File: src/rtl/riscv_pkg.sv
// Shared RV32 pipeline types: datapath width, decoded operations, writeback port
// and the load/store unit FSM encoding.
package riscv_pkg;

  localparam int unsigned XLEN = 32;

  typedef enum logic [4:0] {
    OP_NOP, OP_ADD, OP_SUB, OP_AND, OP_OR, OP_XOR, OP_SLL, OP_SRL,
    OP_LB,  OP_LH,  OP_LW,  OP_LBU, OP_LHU, OP_SB, OP_SH, OP_SW
  } operation_e;

  typedef struct packed {
    logic [4:0]      addr;
    logic [XLEN-1:0] data;
    logic            valid;
  } rd_port_t;

  typedef enum logic [1:0] {
    IDLE,
    REQ,
    WAIT_R
  } lsu_state_e;

  function automatic logic is_mem_op(input operation_e op);
    return op inside {OP_LB, OP_LH, OP_LW, OP_LBU, OP_LHU, OP_SB, OP_SH, OP_SW};
  endfunction

endpackage

File: src/rtl/lsu_align.sv
// Byte-lane logic for the load/store unit: byte enables, store-data replication,
// load-data extraction with sign/zero extension, and misalignment detection.
module lsu_align
  import riscv_pkg::*;
(
  input  operation_e      op,
  input  logic [1:0]      off,
  input  logic [XLEN-1:0] wdata,
  input  logic [XLEN-1:0] rdata,
  output logic [3:0]      be,
  output logic [XLEN-1:0] wdata_rep,
  output logic [XLEN-1:0] rdata_ext,
  output logic            misaligned
);

  logic [7:0]  byte_sel;
  logic [15:0] half_sel;

  assign byte_sel = rdata[{off, 3'b000} +: 8];
  assign half_sel = off[1] ? rdata[31:16] : rdata[15:0];

  always_comb begin
    // NOTE: every output gets a default first so no path through the case infers a latch.
    be         = 4'b0000;
    wdata_rep  = wdata;
    rdata_ext  = rdata;
    misaligned = 1'b0;
    case (op)
      OP_LB, OP_LBU, OP_SB: begin
        be        = 4'b0001 << off;
        wdata_rep = {4{wdata[7:0]}};
        rdata_ext = (op == OP_LB) ? {{(XLEN-8){byte_sel[7]}}, byte_sel}
                                  : {{(XLEN-8){1'b0}}, byte_sel};
      end
      OP_LH, OP_LHU, OP_SH: begin
        be         = 4'b0011 << off;
        wdata_rep  = {2{wdata[15:0]}};
        rdata_ext  = (op == OP_LH) ? {{(XLEN-16){half_sel[15]}}, half_sel}
                                   : {{(XLEN-16){1'b0}}, half_sel};
        misaligned = off[0];
      end
      OP_LW, OP_SW: begin
        be         = 4'b1111;
        misaligned = (off != 2'b00);
      end
      default: ;
    endcase
  end

endmodule

File: src/rtl/load_store_unit.sv
// MEM-stage load/store unit: accepts one memory op at a time, drives a
// req/gnt/rvalid data-memory port and returns load data on a registered rd port.
module load_store_unit
  import riscv_pkg::*;
(
  input  logic            clk_i,
  input  logic            rstn_i,
  input  logic            flush_i,
  input  operation_e      operationM_i,
  input  rd_port_t        rdM_port_i,
  input  logic            memM_wrt_ena_i,
  input  logic [XLEN-1:0] memM_addr_i,
  input  logic [XLEN-1:0] memM_wrt_data_i,
  output logic            dmem_req_o,
  output logic            dmem_we_o,
  output logic [XLEN-1:0] dmem_addr_o,
  output logic [3:0]      dmem_be_o,
  output logic [XLEN-1:0] dmem_wdata_o,
  input  logic            dmem_gnt_i,
  input  logic            dmem_rvalid_i,
  input  logic [XLEN-1:0] dmem_rdata_i,
  output rd_port_t        rdM_port_o,
  output logic            stall_o,
  output logic            misaligned_o
);

  lsu_state_e      state, state_next;
  operation_e      op_q, op_sel;
  logic [1:0]      off_q, off_sel;
  logic [4:0]      rd_addr_q;
  logic            start, issue;
  logic [3:0]      be;
  logic [XLEN-1:0] wdata_rep, load_data;
  logic            misaligned;

  // Lane logic sees the incoming op while idle and the latched op afterwards.
  assign op_sel  = (state == IDLE) ? operationM_i     : op_q;
  assign off_sel = (state == IDLE) ? memM_addr_i[1:0] : off_q;

  lsu_align u_align (
    .op         (op_sel),
    .off        (off_sel),
    .wdata      (memM_wrt_data_i),
    .rdata      (dmem_rdata_i),
    .be         (be),
    .wdata_rep  (wdata_rep),
    .rdata_ext  (load_data),
    .misaligned (misaligned)
  );

  always_ff @(posedge clk_i or negedge rstn_i) begin
    // NOTE: sequential state uses non-blocking assignment so all flops update together.
    if (!rstn_i) state <= IDLE;
    else         state <= state_next;
  end

  always_comb begin
    state_next = state;
    unique case (state)
      IDLE:    if (issue)         state_next = REQ;
      REQ:     if (dmem_gnt_i)    state_next = dmem_we_o ? IDLE : WAIT_R;
      WAIT_R:  if (dmem_rvalid_i) state_next = IDLE;
      default:                    state_next = IDLE;
    endcase
  end

  always_comb begin
    start   = (state == IDLE) && is_mem_op(operationM_i) && !flush_i;
    issue   = start && !misaligned;
    stall_o = (state != IDLE) || start;
  end

  always_ff @(posedge clk_i or negedge rstn_i) begin
    if (!rstn_i) begin
      op_q         <= OP_NOP;
      off_q        <= 2'b00;
      rd_addr_q    <= '0;
      dmem_req_o   <= 1'b0;
      dmem_we_o    <= 1'b0;
      dmem_addr_o  <= '0;
      dmem_be_o    <= '0;
      dmem_wdata_o <= '0;
      rdM_port_o   <= '0;
      misaligned_o <= 1'b0;
    end else begin
      misaligned_o <= 1'b0;
      unique case (state)
        IDLE: begin
          if (issue) begin
            op_q         <= operationM_i;
            off_q        <= memM_addr_i[1:0];
            rd_addr_q    <= rdM_port_i.addr;
            dmem_req_o   <= 1'b1;
            dmem_we_o    <= memM_wrt_ena_i;
            dmem_addr_o  <= {memM_addr_i[XLEN-1:2], 2'b00};
            dmem_be_o    <= be;
            dmem_wdata_o <= wdata_rep;
            rdM_port_o   <= '0;
          end else if (start) begin
            misaligned_o <= 1'b1;
            rdM_port_o   <= '0;
          end else begin
            rdM_port_o       <= rdM_port_i;
            rdM_port_o.valid <= rdM_port_i.valid && !flush_i;
          end
        end
        REQ: begin
          if (dmem_gnt_i) begin
            dmem_req_o <= 1'b0;
            dmem_we_o  <= 1'b0;
          end
        end
        WAIT_R: begin
          if (dmem_rvalid_i)
            rdM_port_o <= '{addr: rd_addr_q, data: load_data, valid: 1'b1};
        end
        default: ;
      endcase
    end
  end

endmodule

File: config.mk
export PLATFORM = sky130hd
export DESIGN_NAME = load_store_unit
export DESIGN_NICKNAME = d
export VERILOG_FILES = /design/src/rtl/riscv_pkg.sv /design/src/rtl/lsu_align.sv /design/src/rtl/load_store_unit.sv
export SDC_FILE = /design/constraint.sdc
export NUM_CORES = 1
export LEC_CHECK = 0
export BUFFER_PORTS_ARGS = -buffer_cell sky130_fd_sc_hd__buf_2
export CORE_MARGIN = 5
export CORE_UTILIZATION = 54
export CTS_BUF_LIST = sky130_fd_sc_hd__clkbuf_4
export DETAILED_ROUTE_END_ITERATION = 8
export GPL_TIMING_DRIVEN = 0
export HOLD_SLACK_MARGIN = 0.12
export PLACE_DENSITY_LB_ADDON = 0.15
export REMOVE_ABC_BUFFERS = 1
export SLEW_MARGIN = 20
export SYNTH_ARGS = -nofsm -noshare
export SYNTH_HDL_FRONTEND = slang
export SYNTH_SLANG_ARGS = --single-unit
File: constraint.sdc
create_clock -name clk_i -period 3.4 [get_ports clk_i]
set_input_delay 0.17 -clock clk_i [delete_from_list [all_inputs] [get_ports clk_i]]
set_output_delay 0.17 -clock clk_i [all_outputs]
set_load 0.02 [all_outputs]
Yosys cells after proc, flatten, opt, wreduce, memory -nomap -nowiden
Cells that the tools add are included.

Bits in registers: 121. Input bits: 145. Word-level logic and storage cells: 83.

Equal/unequal tests: 21. Shifts and indexed selects: 3. Muxes and demuxes: 26. Reductions and logical operators: 20.

Operator list (count): $pmux W32 S2 (2); $mux W38 (3); $eq A5 B4 Y1 const B (16); $pmux W38 S2 (1); $mux W32 (2); $shiftx A32 B6 Y8 (1); $mux W16 (1); $pmux W4 S3 (1); $mux W2 (5); $reduce_bool A2 Y1 (4); $reduce_bool A8 Y1 (1); $mux W1 (6); $ne A2 B2 Y1 const B (3); $pmux W1 S2 (3); $pmux W2 S3 (1); $reduce_and A3 Y1 (2); $reduce_or A3 Y1 (2); $mux W5 (1); $logic_and A1 B1 Y1 (4); $reduce_and A2 Y1 (2); $shl A1 B2 Y4 const A (1); $shl A2 B2 Y4 const A (1); $eq A2 B1 Y1 const B (1); $eq A2 B2 Y1 const B (1); 4 further kinds (5).

Longest topological paths before layout
Gate-level depths: netlist of the first run.

Depth after elaboration: 9. Mapped depth: 9.

Modules after synthesis
Synthesis of the first run repeated with hierarchy kept, for this count alone.

Cells, all modules: 521. Area, all modules: 6890.4 um^2.

By module, submodules not included: load_store_unit (times used 1, cells an instance 337, area each 5425.2 um^2); lsu_align (times used 1, cells an instance 184, area each 1465.2 um^2).

Worst setup path before layout of the first run
Ideal clock, no wire load.

Kind: register to register. From: register state[0]. To: register rdM_port_o[1] (netlist name). Setup time: 0.128 ns. Data arrival time: 2.081 ns. Setup slack: 1.191 ns. Stages on the path, launching flop included: 8. Period minus slack after synthesis: 2.209 ns. Path through: dfrtp_1 -> or2_1 -> buf_6 -> buf_6 -> a21boi_2 -> mux4_1 -> a22oi_1 -> a211oi_1.

Word-level cells in the longest chain between the ends: 9.

RTL lines: from (decl) (line load_store_unit.sv:27) `lsu_state_e state, state_next;`; from (signal assigned) (line load_store_unit.sv:54) `else state <= state_next;`; parallel branches: the longest is 9 deep, another holds $mux W38; to (signal assigned) (line load_store_unit.sv:103) `rdM_port_o <= rdM_port_i;`; to (signal assigned) (line load_store_unit.sv:115) `rdM_port_o <= '{addr: rd_addr_q, data: load_data, valid: 1'b1};`; to (decl) (line load_store_unit.sv:22) `output rd_port_t rdM_port_o,`.

Parallel ways; which one is timed is not known. The select of a mux whose other input is x is not followed. A chain may end at the register's enable or synchronous reset.

Final worst setup path of the first run
From: register state[0]. To: register rdM_port_o[21] (netlist name).

Word-level cells in the longest chain between the ends: 9.

RTL lines: parallel branches: the longest is 9 deep, another holds $mux W38.

Parallel ways; which one is timed is not known. The select of a mux whose other input is x is not followed.

==> impl_metrics.csv, run 1 <==
group,metric,value,unit
setup_path,max_stage_delay,740,ps
global_route,grt_remaining_overflow,0,
route,wire_per_inst,19.2,um
yosys,async_reset_ff_share,100,%
sta,tightestPinTransition,1060,ps
placement,dpl.hpwl,13100,um
cells_and_area,multiInputGateArea,2760,um^2
yosys,ys_types,59,
cts,clk_pin_slew,100,ps
cts,htree_levels,4,
setup_path,arrival,3560,ps
global_route,antenna_found_initial,0,
placement,gp_congestion,0.861,
cts,cts_sinks,121,
cts,cts_tree,"yes",
global_route,grt_use_total,34.2,%
sta,hold_ws,218,ps
power,vdd_drop_max,0.446,mV
die,fp.dieH,116,um
setup_path,rrSetupSlack,160,ps
cells_and_area,final_util,83.0,%
cells_and_area,regArea,3030,um^2
global_route,grt_max_degree,82,
route,vias,6873,
sta,setup_slack,164,ps
sta,rsz0062_at_grt,"false",
setup_path,crit_path_top_delay_cell,"a21oi_2",
sta,finalSetupViolations,0,
cells_and_area,fin_cells,1179,
sta,min_period,3240,ps
placement,post-place-cells,1007,
cells_and_area,area_delta_synth_final,50.2,%
power,power_leakage,4.58,nW
setup_path,crit_top_cell,"a211oi_1",
sta,slew_headroom,28.6,%
sta,period_share,95.2,%
die,die-area,13400,um^2
die,fp.dieW,116,um
run,max-cap-violations,0,
die,start_util,55.3,%
die,placementRows,38,
route,drt-pass1-iter-count,7,
setup_path,r2r_cells,6,
route,ant_nets,0,
cts,clock_path_buffers,2,
die,core-area,10900,um^2
setup_path,cp.required,3730,ps
setup_path,critPathLaunchType,"register",
cells_and_area,fillers,604,
yosys,synth_edf_count,0,
placement,port_buffers,252,
setup_path,r2r_start,"state[0]$_DFFE_PN0P_",
run_status,outcome,"finished clean",
yosys,syn_area_per_cell,9.14,um^2
setup_path,end_kind,"register",
setup_path,crit_chain,"or2_4 -> mux2_2 -> a211oi_1 -> o22ai_1 -> a21oi_2 -> a211oi_1",
setup_path,worstReg2RegEnd,"rdM_port_o[21]$_DFFE_PN0P_",
placement,postPlaceCellArea,7340,um^2
yosys,synth_cells,658,
yosys,yosys_register_bits,121,
cells_and_area,fin_nets,1173,
route,drt_iter0_markers,841,
power,p_per_area,667,nW/um^2
setup_path,criticalPathCategory,"register to register",
yosys,yosys_warnings,0,
cells_and_area,drive_above_1_share,30.2,%
placement,dp_slack,-102,ps
global_route,grt_pass1_wl,35900,um
cts,clock_latency,510,ps
global_route,grt_pass1_vias,7183,
cts,cts_buffers,17,
sta,hold_viol,0,
cts,ctsRootBufferMaster,"clkbuf_4",
yosys,syn_area,6020,um^2
setup_path,cp_num_buf_inv,0,
route,vias_per_cell,5.83,
setup_path,critical-path-top-delay-family,"compound AO/OA/AOI/OAI gates",
sta,fin_skew,20.7,ps
route,wirelength,22700,um
yosys,synth_ff_type,"dfrtp_1",
yosys,seq_area_frac_synth,50.3,%
cells_and_area,post-route-cell-area,9040,um^2
die,ios,255,
sta,drv_slew,0,
sta,fmax,0.309,GHz
setup_path,crit_fanout,34,
min_path,hp-class,"input pin to asynchronous set/reset pin",
route,route.detailed.drc,0,
-- where the power goes --
part	switching [mW]	leakage (nW)	internal, mW
combinational	1.75	2.96	0.985
clock	0.518	0.144	0.496
sequential	0.337	1.48	1.94
-- Yosys cell counts (5+ instances only) --
master	n	area, um^2
o21ai_0	35	175
buf_4	7	52.6
mux2i_1	19	190
o21ai_1	7	35.0
a21oi_1	52	260
a211oi_1	22	165
nor2_1	34	128
dfrtp_1	121	3030
inv_1	5	18.8
a22oi_1	19	143
nand2_1	208	781
clkbuf_1	23	86.3
buf_2	14	70.1
a222oi_1	8	80.1
-- how the worst max path moves through the flow --
stage | startpoint | endpoint | cells after the start
floorplan | state[1]$_DFFE_PN0P_ | off_q[0]$_DFFE_PN0P_ | 5
global placement | state[1]$_DFFE_PN0P_ | dmem_wdata_o[16]$_DFFE_PN0P_ | 5
detailed placement | state[1]$_DFFE_PN0P_ | dmem_we_o$_DFFE_PN0P_ | 7
CTS | state[1]$_DFFE_PN0P_ | dmem_we_o$_DFFE_PN0P_ | 7
global route | state[0]$_DFFE_PN0P_ | rdM_port_o[28]$_DFFE_PN0P_ | 6
finish | state[0]$_DFFE_PN0P_ | rdM_port_o[21]$_DFFE_PN0P_ | 6
-- through the flow --
stage | TNS, ps | total power [mW]
floorplan | -17630 | 3.78
global placement | -127060 | 4.67
detailed placement | -545 | 4.79
CTS | 0 | 5.92
global route | 0 | 6.36
finish | 0 | 6.03
-- layout make-up --
class,instances,share of cell area (%)
multi-input combinational,486,30.5
sequential,121,33.5
clock inverter,11,1.47
tap,140,1.94
antenna,1,0.0277
clock buffer,18,1.50
inverter,5,0.208
timing repair buffer,397,30.9
-- routing by layer --
metal,vias to the layer above,track usage [%],part of all wire [%],routed length [um]
met4,0,18.8,4.6,1040
li1,3037,-,-,-
met2,523,57.1,49,11000
met1,3209,39.7,35,8020
met3,104,9.97,12,2610
met5,-,0,0,0
-- state kept, by name (all words and copies together) (netlist names), 2 cells and up --
name,flops
rdM_port_o,38
dmem_wdata_o,32
dmem_addr_o,30
op_q,5
rd_addr_q,5
dmem_be_o,4
off_q,2
state,2
-- what timing repair did --
action,4_1_cts,5_1_grt
cloned,0,1
resized for setup,1,2
buffers inserted,0,0
endpoints found under the hold margin,234,0
pin swaps,0,1
setup endpoints to repair,22,24
hold buffers,141,0
-- cells by family (layout without fill, tap and decap cells) --
kind of cell           count (synthesis)  count (layout)  share of synthesized area (%)
flip-flops                           121             121                           50.3
buffers and inverters                 53             431                           4.53
XOR/XNOR                               4               4                          0.582
AO/OA/AOI/OAI                        180             180                           19.8
other                                  1               3                         0.0623
multiplexers                          29              29                           6.34
AND/OR/NAND/NOR                      270             271                           18.4
-- cells in the final DEF (no fill, tap or decap), types with 3 or more instances in the layout --
cell type and n:
nor2b_1 4, a21oi_1 51, clkbuf_4 18, dfrtp_1 120, o22ai_1 3, clkinv_2 4
a211oi_1 22, dlygate4sd3_1 141, a31oi_1 3, mux2i_1 19, o31ai_1 3, inv_1 5
bufinv_16 3, nand2_1 207, a22oi_1 19, nand2b_1 3, mux4_2 3, buf_2 251
mux4_1 3, a222oi_1 8, nor2_1 33, mux2_2 4, o21ai_1 7, o211ai_1 4
nor3_1 3, o21ai_0 35, buf_16 4
Note: power is estimated with default switching activity, not from simulation.
==> inputs of run 2 (changes only) <==
- ABC_AREA: unset -> 1
- CORE_UTILIZATION: 54 -> 55
- REMOVE_ABC_BUFFERS: 1 -> unset
==> run 2 against run 1 <==
Effect of this change:
- register-to-register slack improved by 310 ps
- hold slack got worse by 80 ps
- count of clock-buffer cells in the layout fell by 1
- combinational power is 9.9% higher
- largest power group unchanged
- sequential share of layout area is 2.6 points lower
- routed wire length is 19% higher
- final area is 8.5% higher
- critical path depth rose by 10
- total power grew 6.5%
- clock skew up 18 ps
- non-clock buffer count up 58
==> impl_metrics.csv, run 2 <==
group,metric,value,unit
sta,min_period,2930,ps
setup_path,cp.required,3840,ps
yosys,netlist_top_cells_count,"nand2_1, dfrtp_1, a21oi_1",
cts,cts_hold_buf,149,
setup_path,crit_fanout,10,
cells_and_area,fillers,652,
power,power_leakage,5.47,nW
sta,drv_slew,0,
yosys,syn_area,6520,um^2
power,p_per_area,654,nW/um^2
die,placementRows,39,
yosys,synth_area_leaders,"dfrtp_1, nand2_1, a21oi_1",
cts,clock_latency,560,ps
cells_and_area,final_common_cell,"nand2_1",
setup_path,r2r_start,"state[1]$_DFFE_PN0P_",
cells_and_area,largest_registers,"rdM_port_o (38), dmem_wdata_o (32), dmem_addr_o (30)",
route,drt-pass1-iter-count,8,
yosys,yosys_warnings,0,
cts,clk_pin_slew,160,ps
run,max-cap-violations,0,
yosys,seq_area_frac_synth,46.4,%
cts,cts_sinks,121,
yosys,yosys_register_bits,121,
global_route,grt_use_total,37.3,%
cts,cts_tree,"yes",
placement,dp_slack,1080,ps
route,drt_iter0_markers,976,
setup_path,worstReg2RegEnd,"dmem_wdata_o[28]$_DFFE_PN0P_",
yosys,syn_area_per_cell,7.08,um^2
yosys,synth_cells,921,
sta,hold_ws,138,ps
global_route,grt_pass1_wl,42200,um
sta,fmax,0.341,GHz
global_route,grt_remaining_overflow,0,
global_route,grt_pass1_vias,8308,
placement,gp_congestion,0.963,
global_route,grt_max_degree,71,
run_status,outcome,"finished clean",
global_route,antenna_found_initial,1,
sta,fin_skew,39.0,ps
route,dr_wl_met3,2880,um
cts,clock_path_buffers,2,
route,vias,8302,
die,fp.dieH,119,um
sta,hold_viol,0,
yosys,async_reset_ff_share,100,%
die,start_util,56.6,%
route,wl_met1,9520,um
cells_and_area,final_util,85.2,%
yosys,synth_ff_type,"dfrtp_1",
route,met2_length,12900,um
route,ant_nets,0,
cts,htree_levels,4,
die,fp.dieW,119,um
cts,ctsRootBufferMaster,"clkbuf_4",
route,vias_per_cell,5.53,
die,core-area,11500,um^2
cells_and_area,largest_reg_flops,38,
yosys,synth_most_common_cell,"nand2_1",
cells_and_area,area_delta_synth_final,50.5,%
route,wire_per_inst,18.0,um
sta,period_share,86.2,%
placement,port_buffers,252,
yosys,ys_types,30,
yosys,synth_area_leader_cell,"dfrtp_1",
setup_path,end_kind,"register",
yosys,synth_top_area_share,46.4,%
sta,finalSetupViolations,0,
route,routed.top_layer,"met4",
die,die-area,14100,um^2
setup_path,criticalPathCategory,"register to register",
min_path,hp-class,"input pin to asynchronous set/reset pin",
setup_path,rrSetupSlack,470,ps
cts,cts_setup_buffers,0,
cts,cts_resized,0,
sta,rsz0062_at_grt,"false",
sta,setup_slack,471,ps
yosys,synth_edf_count,0,
cells_and_area,final_cell_mix,"nand2_1, buf_2, dlygate4sd3_1, dfrtp_1, a21oi_1",
power,vdd_drop_max,0.364,mV
placement,dpl.hpwl,16100,um
route,wirelength,26900,um
sta,slew_headroom,59.5,%
sta,fin_setup_tns,0,ps
cts,cts_buffers,17,
setup_path,critPathLaunchType,"register",
sta,tightestPinTransition,607,ps
cells_and_area,fin_nets,1488,
route,route.detailed.drc,0,
power,p_total,6.42,mW
die,ios,255,
cells_and_area,drive_above_1_share,25.2,%
setup_path,r2r_cells,16,
cells_and_area,regMostFlops,"rdM_port_o",
setup_path,arrival,3370,ps
## run 2: changes by cell type in the layout (fill, tap and decap cells not counted), sizes merged, moves of 24 or more
cell    change
nand3      +30
a211oi     -24
buf        +30
nand2     +268
inv        +49
## run 2: stage by stage
| step | std cells | area, um^2 |
|---|---|---|
| 2_1_floorplan | 922 | 6520 |
| 3_3_place_gp | 1317 | 7960 |
| 3_5_place_dp | 1318 | 8000 |
| 4_1_cts | 1498 | 9800 |
| 5_1_grt | 1499 | 9810 |
| 6_report | 1500 | 9810 |
## run 2: layer usage
| layer | GRT usage [%] | up-vias |
|---|---|---|
| met4 | 20.6 | 0 |
| met5 | 0 | - |
| met2 | 62.4 | 665 |
| li1 | - | 3728 |
| met1 | 43.5 | 3757 |
| met3 | 10.5 | 152 |
## run 2: worst max path at each step
stage	end	start
floorplan	rdM_port_o[23]$_DFFE_PN0P_	state[1]$_DFFE_PN0P_
global placement	rdM_port_o[11]$_DFFE_PN0P_	rstn_i
detailed placement	rdM_port_o[27]$_DFFE_PN0P_	state[1]$_DFFE_PN0P_
CTS	rdM_port_o[27]$_DFFE_PN0P_	state[1]$_DFFE_PN0P_
global route	dmem_wdata_o[28]$_DFFE_PN0P_	state[1]$_DFFE_PN0P_
finish	dmem_wdata_o[28]$_DFFE_PN0P_	state[1]$_DFFE_PN0P_
## run 2: logic make-up after synthesis
kind of cell    count (synthesis)  share of synthesized area (%)
compound gates                126                           10.3
buf+inv                       101                           7.89
flops                         121                           46.4
other cells                     1                         0.0575
simple gates                  572                           35.3
## run 2: final cells by class
cell class | count | area (um^2) | area share, %
multi-input cells | 700 | 2980 | 30.4
well taps | 143 | 179 | 1.82
plain buffers | 53 | 334 | 3.41
inverters | 48 | 180 | 1.84
clock inverters | 14 | 189 | 1.93
flip-flops and latches | 121 | 3030 | 30.9
repair buffers | 402 | 2790 | 28.4
diodes | 2 | 5.00 | 0.0510
clock buffers | 17 | 128 | 1.30
## run 2: worst max-delay path, cell delays in order (launching register included)
cell           delay, ps
dfrtp_1              390
buf_6                140
nor2_4               180
buf_6                160
nand2_1               50
o21ai_1              110
nor2_1               110
nand2_1               70
nand2_1               60
nand2_2              100
nand2_2              150
buf_2                250
a22oi_1              270
nand2_1              100
dlygate4sd3_1        590
nand2_1               60
nand2_1               50
## run 2: report_power, final
group	leakage, nW	internal [mW]	switching [mW]
Combinational	3.80	1.07	1.93
Clock	0.163	0.528	0.655
Sequential	1.50	1.92	0.317
Total	5.47	3.52	2.90
==> inputs of run 3 (changes only) <==
- PLACE_DENSITY: unset -> 0.89
- PLACE_DENSITY_LB_ADDON: 0.15 -> unset
==> run 3 against run 2 <==
Effect of this change:
- the run now ends with design-rule violations left
- sequential power is 2% higher
- hold slack better by 160 ps
- routed wire length is 12% higher
- critical endpoint is now rdM_port_o[5]$_DFFE_PN0P_
- highest routed layer unchanged
==> impl_metrics.csv, run 3 (synthesis results as in run 2) <==
group,metric,value,unit
run_status,outcome,"complete, but fails checks",
run_status,violations,"design-rule violations",
cells_and_area,fillers,610,
cells_and_area,area_delta_synth_final,51.2,%
placement,postPlaceCellArea,8000,um^2
route,route.detailed.drc,1,
run,max-cap-violations,0,
cts,cts_buffers,17,
power,vdd_drop_max,0.344,mV
sta,fin_skew,41.5,ps
route,ant_nets,0,
die,die-area,14100,um^2
global_route,grt_pass1_wl,46800,um
power,seqPwrFrac,35.0,%
global_route,grt_max_degree,75,
die,start_util,56.6,%
global_route,grt_use_total,41.9,%
cells_and_area,final_cell_mix,"nand2_1, buf_2, dlygate4sd3_1, dfrtp_1, a21oi_1",
die,core-area,11500,um^2
placement,gp_congestion,0.958,
power,p_per_area,664,nW/um^2
cts,clock_latency,560,ps
cells_and_area,regMostFlops,"rdM_port_o",
route,drt-pass1-iter-count,9,
power,p_clk_share,17.6,%
cells_and_area,post-route-cell-area,9850,um^2
global_route,grt_pass1_vias,9009,
route,drt_iter0_markers,1457,
placement,dpl.hpwl,16700,um
route,wirelength,30300,um
cells_and_area,final_common_cell,"nand2_1",
route,vias,8946,
power,p_total,6.54,mW
route,vias_per_cell,5.94,
sta,min_period,3280,ps
cts,htree_levels,4,
die,fp.dieW,119,um
cts,cts_sinks,121,
sta,tightestPinTransition,943,ps
route,wire_per_inst,20.1,um
sta,period_share,96.5,%
cells_and_area,largest_reg_flops,38,
sta,fin_setup_tns,0,ps
setup_path,cp.required,3890,ps
setup_path,criticalPathCategory,"register to register",
cts,cts_setup_buffers,0,
cts,ctsRootBufferMaster,"clkbuf_4",
power,p_int,3.52,mW
die,ios,255,
cts,clock_path_buffers,2,
global_route,antenna_found_initial,2,
cts,clk_pin_slew,130,ps
global_route,grt_remaining_overflow,0,
die,fp.dieH,119,um
setup_path,crit_fanout,10,
sta,drv_slew,0,
setup_path,end_kind,"register",
power,p_sw,3.02,mW
cells_and_area,fin_nets,1492,
setup_path,arrival,3770,ps
cells_and_area,largest_registers,"rdM_port_o (38), dmem_wdata_o (32), dmem_addr_o (30)",
setup_path,critPathLaunchType,"register",
power,switching_share,46.1,%
power,power_leakage,5.49,nW
sta,fmax,0.305,GHz
die,placementRows,39,
power,comb_power_share,47.4,%
cts,cts_tree,"yes",
sta,slew_headroom,37.0,%
cells_and_area,drive_above_1_share,25.2,%
min_path,hp-class,"input pin to register",
sta,hold_viol,0,
placement,port_buffers,252,
sta,finalSetupViolations,0,
-- run 3: cell count changes in the layout (fill, tap and decap cells not counted), moves of 2 or more --
cell	delta
clkinv_2	+2
buf_4	+2
inv_6	-2
dlygate4sd3_1	+4
buf_2	-2
clkinv_4	+2
inv_8	-2
-- run 3: layout make-up --
class | count | area (um^2) | area share, %
Antenna cell | 2 | 5.00 | 0.0508
Buffer | 53 | 339 | 3.44
Clock buffer | 18 | 135 | 1.37
Clock inverter | 14 | 173 | 1.75
Inverter | 48 | 180 | 1.83
Multi-Input combinational cell | 700 | 2990 | 30.3
Sequential cell | 121 | 3030 | 30.7
Tap cell | 143 | 179 | 1.82
Timing Repair Buffer | 406 | 2830 | 28.7
-- run 3: power groups by stage --
| stage | clock, mW | combinational [mW] | sequential [mW] |
|---|---|---|---|
| after global placement | 0 | 2.53 | 2.20 |
| final | 1.15 | 3.10 | 2.29 |
| after CTS | 1.12 | 2.86 | 2.19 |
| after global routing | 1.20 | 3.29 | 2.30 |
| after detailed placement | 0 | 2.60 | 2.21 |
| after floorplan | 0 | 1.08 | 2.75 |
-- run 3: worst paths after layout --
path                            slack, ps                          to                 startpoint  depth (start not counted)
worst max-delay path                  120   rdM_port_o[5]$_DFFE_PN0P_       state[1]$_DFFE_PN0P_                         14
worst min-delay path                  300      misaligned_o$_DFF_PN0_            operationM_i[3]                          7
worst max register to register        120   rdM_port_o[5]$_DFFE_PN0P_       state[1]$_DFFE_PN0P_                         14
worst min register to register        490   rdM_port_o[1]$_DFFE_PN0P_  rdM_port_o[1]$_DFFE_PN0P_                          2
max in group asynchronous            1140  rdM_port_o[37]$_DFFE_PN0P_                     rstn_i                          4
min in group asynchronous             610  rdM_port_o[25]$_DFFE_PN0P_                     rstn_i                          3
-- run 3: stage by stage --
step / setup slack [ps] / cells / utilization (%) / hold slack (ps)
5_1_grt: -1.29 / 1505 / 85.6 / 354
3_3_place_gp: 634 / 1317 / 69.1 / 363
4_1_cts: 67.2 / 1503 / 85.4 / 263
3_5_place_dp: 1100 / 1318 / 69.4 / 130
6_report: 121 / 1505 / 85.6 / 299
2_1_floorplan: 1500 / 922 / - / -126
-- run 3: repair_timing --
| item | in CTS | in global routing |
|---|---|---|
| resized for setup | 0 | 7 |
| hold endpoints to repair | 235 | 0 |
| setup endpoints to repair | 0 | 1 |
| hold buffers | 153 | 0 |
-- run 3: routing by layer --
| layer | wire, um | up-vias | GRT usage, % |
|---|---|---|---|
| met5 | 0 | - | 0 |
| met4 | 2680 | 0 | 30.3 |
| li1 | - | 3733 | - |
| met3 | 3890 | 278 | 13.5 |
| met1 | 9710 | 4026 | 44.8 |
| met2 | 14000 | 909 | 70.1 |
-- run 3: critical path: stages, from the launching register on --
cell and delay [ps]:
dfrtp_1 380, buf_6 140, nor2_4 180, buf_6 160, o21ai_1 90, nor2_2 160
nand3_2 210, nand2_4 200, buf_4 230, nand3_1 120, nand3_1 120, dlygate4sd3_1 550
nand2_1 50, dlygate4sd3_1 560, nand2_1 60
